==> config.mk <==
export PLATFORM = sky130hd
export DESIGN_NAME = seq_detect_param
export DESIGN_NICKNAME = d
export VERILOG_FILES = /design/src/rtl/seq_detect_param.sv
export SDC_FILE = /design/constraint.sdc
export NUM_CORES = 1
export LEC_CHECK = 0
export ABC_CLOCK_PERIOD_IN_PS = 4300
export CAP_MARGIN = 20
export CELL_PAD_IN_SITES_DETAIL_PLACEMENT = 1
export CELL_PAD_IN_SITES_GLOBAL_PLACEMENT = 2
export CORE_UTILIZATION = 36
export CTS_BUF_LIST = sky130_fd_sc_hd__clkbuf_8
export CTS_CLUSTER_SIZE = 8
export DETAILED_ROUTE_END_ITERATION = 10
export PLACE_DENSITY = 0.85
export SYNTH_ARGS = -nofsm -noshare
export SYNTH_HDL_FRONTEND = slang
export SYNTH_SLANG_ARGS = --single-unit
==> constraint.sdc <==
create_clock -name clk -period 4.3 [get_ports clk]
set_input_delay 1.075 -clock clk [delete_from_list [all_inputs] [get_ports clk]]
set_output_delay 1.075 -clock clk [all_outputs]
set_load 0.01 [all_outputs]
==> src/rtl/seq_detect_param.sv <==
// Runtime-programmable N-bit serial pattern detector with a Mealy match output,
// selectable overlapping/non-overlapping detection and a saturating match counter.
//
//   state    | meaning
//   ---------+---------------------------------------------------------
//   S0       | no valid history bits (after reset, pattern load or a
//            | non-overlapping match)
//   S1..SN-2 | that many history bits collected, no match possible yet
//   S(N-1)   | history full; every accepted bit is a match candidate
module seq_detect_param #(
  parameter int             N       = 4,
  parameter logic [N-1:0]   PATTERN = 4'b1010,
  parameter int             CNT_W   = 8
) (
  input  logic             clk,
  input  logic             reset,
  input  logic             din,
  input  logic             din_valid,
  input  logic             overlap,
  input  logic             pat_load,
  input  logic [N-1:0]     pat_in,
  input  logic             cnt_clr,
  output logic             y,
  output logic             y_q,
  output logic [CNT_W-1:0] match_cnt,
  output logic             cnt_ovf
);

  localparam int              FW       = $clog2(N);
  localparam logic [FW-1:0]   FILL_MAX = FW'(N - 1);
  localparam logic [CNT_W-1:0] CNT_MAX = {CNT_W{1'b1}};

  logic [N-1:0]  pat;
  logic [N-2:0]  hist;
  logic [FW-1:0] fill;
  logic [N-1:0]  window;

  // Candidate word: collected history with the incoming bit appended as LSB.
  assign window = {hist, din};

  assign y = reset & din_valid & ~pat_load & (fill == FILL_MAX) & (window == pat);

  always_ff @(posedge clk or negedge reset) begin
    if (!reset) begin
      pat  <= PATTERN;
      hist <= '0;
      fill <= '0;
    end else if (pat_load) begin
      pat  <= pat_in;
      fill <= '0;
    end else if (din_valid) begin
      hist <= window[N-2:0];
      if (y && !overlap)
        fill <= '0;
      else if (fill != FILL_MAX)
        fill <= fill + FW'(1);
    end
  end

  always_ff @(posedge clk or negedge reset) begin
    if (!reset) begin
      y_q       <= 1'b0;
      match_cnt <= '0;
      cnt_ovf   <= 1'b0;
    end else begin
      y_q <= y;
      // A clear wins over a match in the same cycle; that match is dropped.
      if (cnt_clr) begin
        match_cnt <= '0;
        cnt_ovf   <= 1'b0;
      end else if (y) begin
        if (match_cnt == CNT_MAX)
          cnt_ovf <= 1'b1;
        else
          match_cnt <= match_cnt + CNT_W'(1);
      end
    end
  end

endmodule

==> results.rst <==
.. list-table::
   :header-rows: 1

   * - Metric
     - Value
   * - Headroom to the max-slew limit
     - 0.667
   * - Worst-path maximum fanout
     - 7
   * - Longest Clk Path Bufs
     - 2
   * - Input/output buffers
     - 21
   * - Maximum level of the CTS H-tree
     - 1
   * - Cell count along the critical path
     - 5
   * - Number of cells upsized or downsized after cts
     - 0
   * - Synth Warn #
     - 0
   * - Via count of the first global-routing pass
     - 700
   * - Number of buffers added by the clock tree synthesis step
     - 3
   * - Number of antenna violations at the first check in global routing
     - 0
   * - Arrival time of the worst setup path
     - 2.95 ns
   * - Initial Utilization
     - 0.391
   * - Number of buffer and inverter stages on the critical path
     - 2
   * - Met2 Resource Use GR
     - 0.264
   * - Fin crit period
     - 4.02 ns
   * - Cell internal power dissipation
     - 0.286 mW
   * - Number of maximum-capacitance violations
     - 0
   * - Drt wl/cell
     - 14.1 um
   * - Post-Syn Area per Cell
     - 12.1 um2
   * - Startpoint of the worst-slack reg-to-reg timing path
     - pat[1]
   * - Final wirelength
     - 1910 um
   * - Critical Path Slowest Stage Cell
     - clkdlybuf4s50_1
   * - Library cell with the largest summed area after synthesis
     - dfrtp_1
   * - Status
     - finished clean
   * - Final GP Congestion
     - 0.727
   * - Unrepaired setup endpoints after global routing
     - no
   * - Boundary pin count
     - 22
   * - Maximum number of pins on one net before global-route repair
     - 20
   * - Global-route wire length before repair
     - 3240 um
   * - Nets@finish
     - 120
   * - Height of the die
     - 54.6 um
   * - Achievable clock frequency
     - 249 MHz
   * - Clock network fraction of total power
     - 0.318
   * - Fraction of power consumed by sequential logic
     - 0.531
   * - Power share of the combinational group
     - 0.151
   * - Number of violations reported at the end of detailed-routing iteration 0
     - 4
   * - Worst Path Required
     - 3.22 ns
   * - Switching part of the total power
     - 0.248
   * - Fill cell count
     - 278
   * - Power per standard cell area
     - 298 nW/um2
   * - Setup crit start
     - din_valid
   * - CP peak stage delay
     - 0.58 ns
   * - Antenna Cells
     - 0
   * - Startpoint of the lowest-slack hold path
     - cnt_ovf
   * - Root Buffer Master
     - clkbuf_8
   * - Total congestion overflow
     - 0
   * - Area of the core region
     - 2540 um2
   * - Critical Path Start Type
     - input pin
   * - Antenna-violating nets left
     - 0
   * - Final setup TNS
     - 0 ns
   * - Overall power of the completed layout
     - 0.381 mW
   * - Total nets after synthesis
     - 95
   * - Register area
     - 478 um2
   * - Net switching power of the design
     - 0.0946 mW
   * - Clk sinks
     - 19
   * - CP endpoint kind
     - primary output
   * - Post-route fraction of the period consumed by the critical path
     - 0.935
   * - Kind of critical path
     - input pin to primary output
   * - Total setup violations reported at the end of the flow
     - 0
   * - Portion of the post-synthesis area used by sequential elements
     - 0.481
   * - Most prevalent standard cell on the critical path
     - clkdlybuf4s50_1
   * - Max Slew Vio Count
     - 0
   * - Post-DP HPWL
     - 1450 um
   * - Width of the die
     - 54.6 um
   * - Instance count along the most critical hold path
     - 2
   * - Maximum resistive drop on vdd
     - 0.254 mV
   * - Remaining design rule violation count
     - 0
   * - Worst setup skew after layout
     - 0.00588 ns
   * - Worst r2r path cells
     - 5
   * - Area enclosed by the die boundary
     - 2980 um2
   * - Pleak
     - 0.526 nW
   * - Total via count after detailed routing
     - 691
   * - Instance count of the mapped netlist
     - 82
   * - Layout-stage area growth over the synthesis result
     - 28.6%
   * - Standard-cell row count
     - 18
   * - Most congested layer reported by global routing
     - met2
   * - Largest delay share family, worst path
     - buffers and inverters
   * - Clock transition at the registers of the reported paths
     - 0.07 ns
   * - Tightest Pin Transition
     - 0.499 ns
   * - CTS tree
     - done
   * - Area occupied by multi-input gates
     - 474 um2
   * - Number of hold violations in the final report
     - 0
   * - Post-CTS Setup Bufs
     - 0
   * - Met3 global-route usage
     - 0.0333
   * - GRT Overall Usage
     - 0.156
   * - Path type of the worst min-delay path
     - flop to flop
   * - Share of the synthesized area in the top cell type
     - 0.428
   * - Cell chain of the critical path
     - clkdlybuf4s50_1 -> nand2b_4 -> or3_4 -> nor2_1 -> clkdlybuf4s50_1
   * - Synth cell types
     - 31
   * - Detailed-router iteration count before antenna repair
     - 4
   * - Via density
     - 5.08
   * - Met1 track demand over resource in global routing
     - 0.196
   * - Largest cells by area after synthesis
     - dfrtp_1 (43%), mux2_2 (7.9%), xnor2_1 (7.0%)
   * - Mapped Area
     - 995 um2
   * - FF+latch count, synth
     - 19
   * - Post-CTS Hold Buffers
     - 0
   * - Fraction of layout instances using a drive strength above 1
     - 0.217
   * - Worst skew pair latency
     - 0.25 ns
## flip-flops by register name, indices dropped and copies added (netlist names)
register	cells
y_q	1
hist	3
fill	2
match_cnt	8
cnt_ovf	1
pat	4
## Yosys cell counts
| library cell | instances |
|---|---|
| xor2_1 | 2 |
| o41ai_2 | 1 |
| nor3_4 | 1 |
| mux2_1 | 1 |
| and4_1 | 1 |
| nand4_1 | 2 |
| inv_1 | 3 |
| nand2_1 | 1 |
| a21oi_1 | 2 |
| a311oi_1 | 1 |
| or3_4 | 1 |
| buf_6 | 2 |
| dfstp_2 | 2 |
| mux2_2 | 7 |
| mux2i_1 | 2 |
| nand2b_4 | 1 |
| nor4_2 | 2 |
| clkbuf_2 | 1 |
| nor4b_4 | 1 |
| ha_1 | 2 |
| nor4_1 | 1 |
| nand2b_1 | 1 |
| clkbuf_1 | 1 |
| and3_1 | 1 |
| dfrtp_1 | 17 |
| and2b_1 | 1 |
| a21o_1 | 1 |
| nor2_1 | 10 |
| xnor2_1 | 8 |
| and4_2 | 1 |
| nand3_1 | 4 |
## final timing paths
path | to | slack, ns
min in group asynchronous | match_cnt[4] | 1.25
worst min register to register | cnt_ovf | 0.51
worst max register to register | match_cnt[5] | 2.33
worst max-delay path | y | 0.28
worst min-delay path | cnt_ovf | 0.51
max in group asynchronous | pat[1] | 2.78
## cells in the final DEF (no fill, tap or decap), drive strengths merged
| cell type | instances |
|---|---|
| clkdlybuf4s50 | 21 |
| dfrtp | 17 |
| nor2 | 10 |
| xnor2 | 8 |
| mux2 | 8 |
| nand3 | 4 |
| inv | 4 |
| clkbuf | 3 |
| buf | 3 |
| nor4 | 3 |
| xor2 | 2 |
| mux2i | 2 |
| a21oi | 2 |
| nand4 | 2 |
| ha | 2 |
| dfstp | 2 |
| nand2b | 2 |
| and4 | 2 |
| nand2 | 1 |
| or3 | 1 |
| nor4b | 1 |
| nor3 | 1 |
| a311oi | 1 |
| a21o | 1 |
| o41ai | 1 |
| and2b | 1 |
| and3 | 1 |
## final cells by class
class | count | share of cell area
Sequential cell | 19 | 0.374
Timing Repair Buffer | 24 | 0.182
Clock buffer | 3 | 0.0323
Clock inverter | 1 | 0.00294
Multi-Input combinational cell | 56 | 0.371
Inverter | 3 | 0.00881
Tap cell | 30 | 0.0294
## cells by family after synthesis
| group | Yosys count | synth area share |
|---|---|---|
| xor gates and xnor gates | 10 | 0.0881 |
| adders and majority gates | 2 | 0.0252 |
| buffers and inverters | 7 | 0.0428 |
| DFF | 19 | 0.481 |
| muxes | 10 | 0.111 |
| AOI/OAI and AO/OA | 5 | 0.0428 |
| and+or+nand+nor | 29 | 0.210 |
## through the flow
stage | hold WS [ns] | instances | utilization | cell area (um2) | setup WS, ns
detailed placement | 0.498 | 132 | 0.485 | 1230 | 0.257
finish | 0.508 | 136 | 0.502 | 1280 | 0.278
floorplan | 0.490 | 82 | - | 995 | 1.11
global placement | 0.487 | 132 | 0.485 | 1230 | 0.301
CTS | 0.516 | 136 | 0.502 | 1280 | 0.257
global route | 0.545 | 136 | 0.502 | 1280 | 0.203
## power by group through the flow
stage               logic [mW]  clock network [mW]  registers (mW)
CTS                     0.0595               0.128           0.203
global route            0.0645               0.133           0.204
finish                  0.0576               0.121           0.202
detailed placement      0.0593                   0           0.206
floorplan               0.0380                   0           0.203
global placement        0.0561                   0           0.205
## routing by layer
metal / routed length, um / share of wire / vias to the layer above
met4: 0 / 0 / 0
met1: 865 / 0.45 / 340
met3: 79 / 0.041 / 0
met2: 969 / 0.51 / 17
li1: - / - / 334
met5: 0 / 0 / -
## worst min-delay path: stages, from the launching register on
cell and delay [ns]:
dfrtp_1 0.35, a21oi_1 0.05, nor2_1 0.08
No activity file was read; power rests on OpenSTA's default activity.
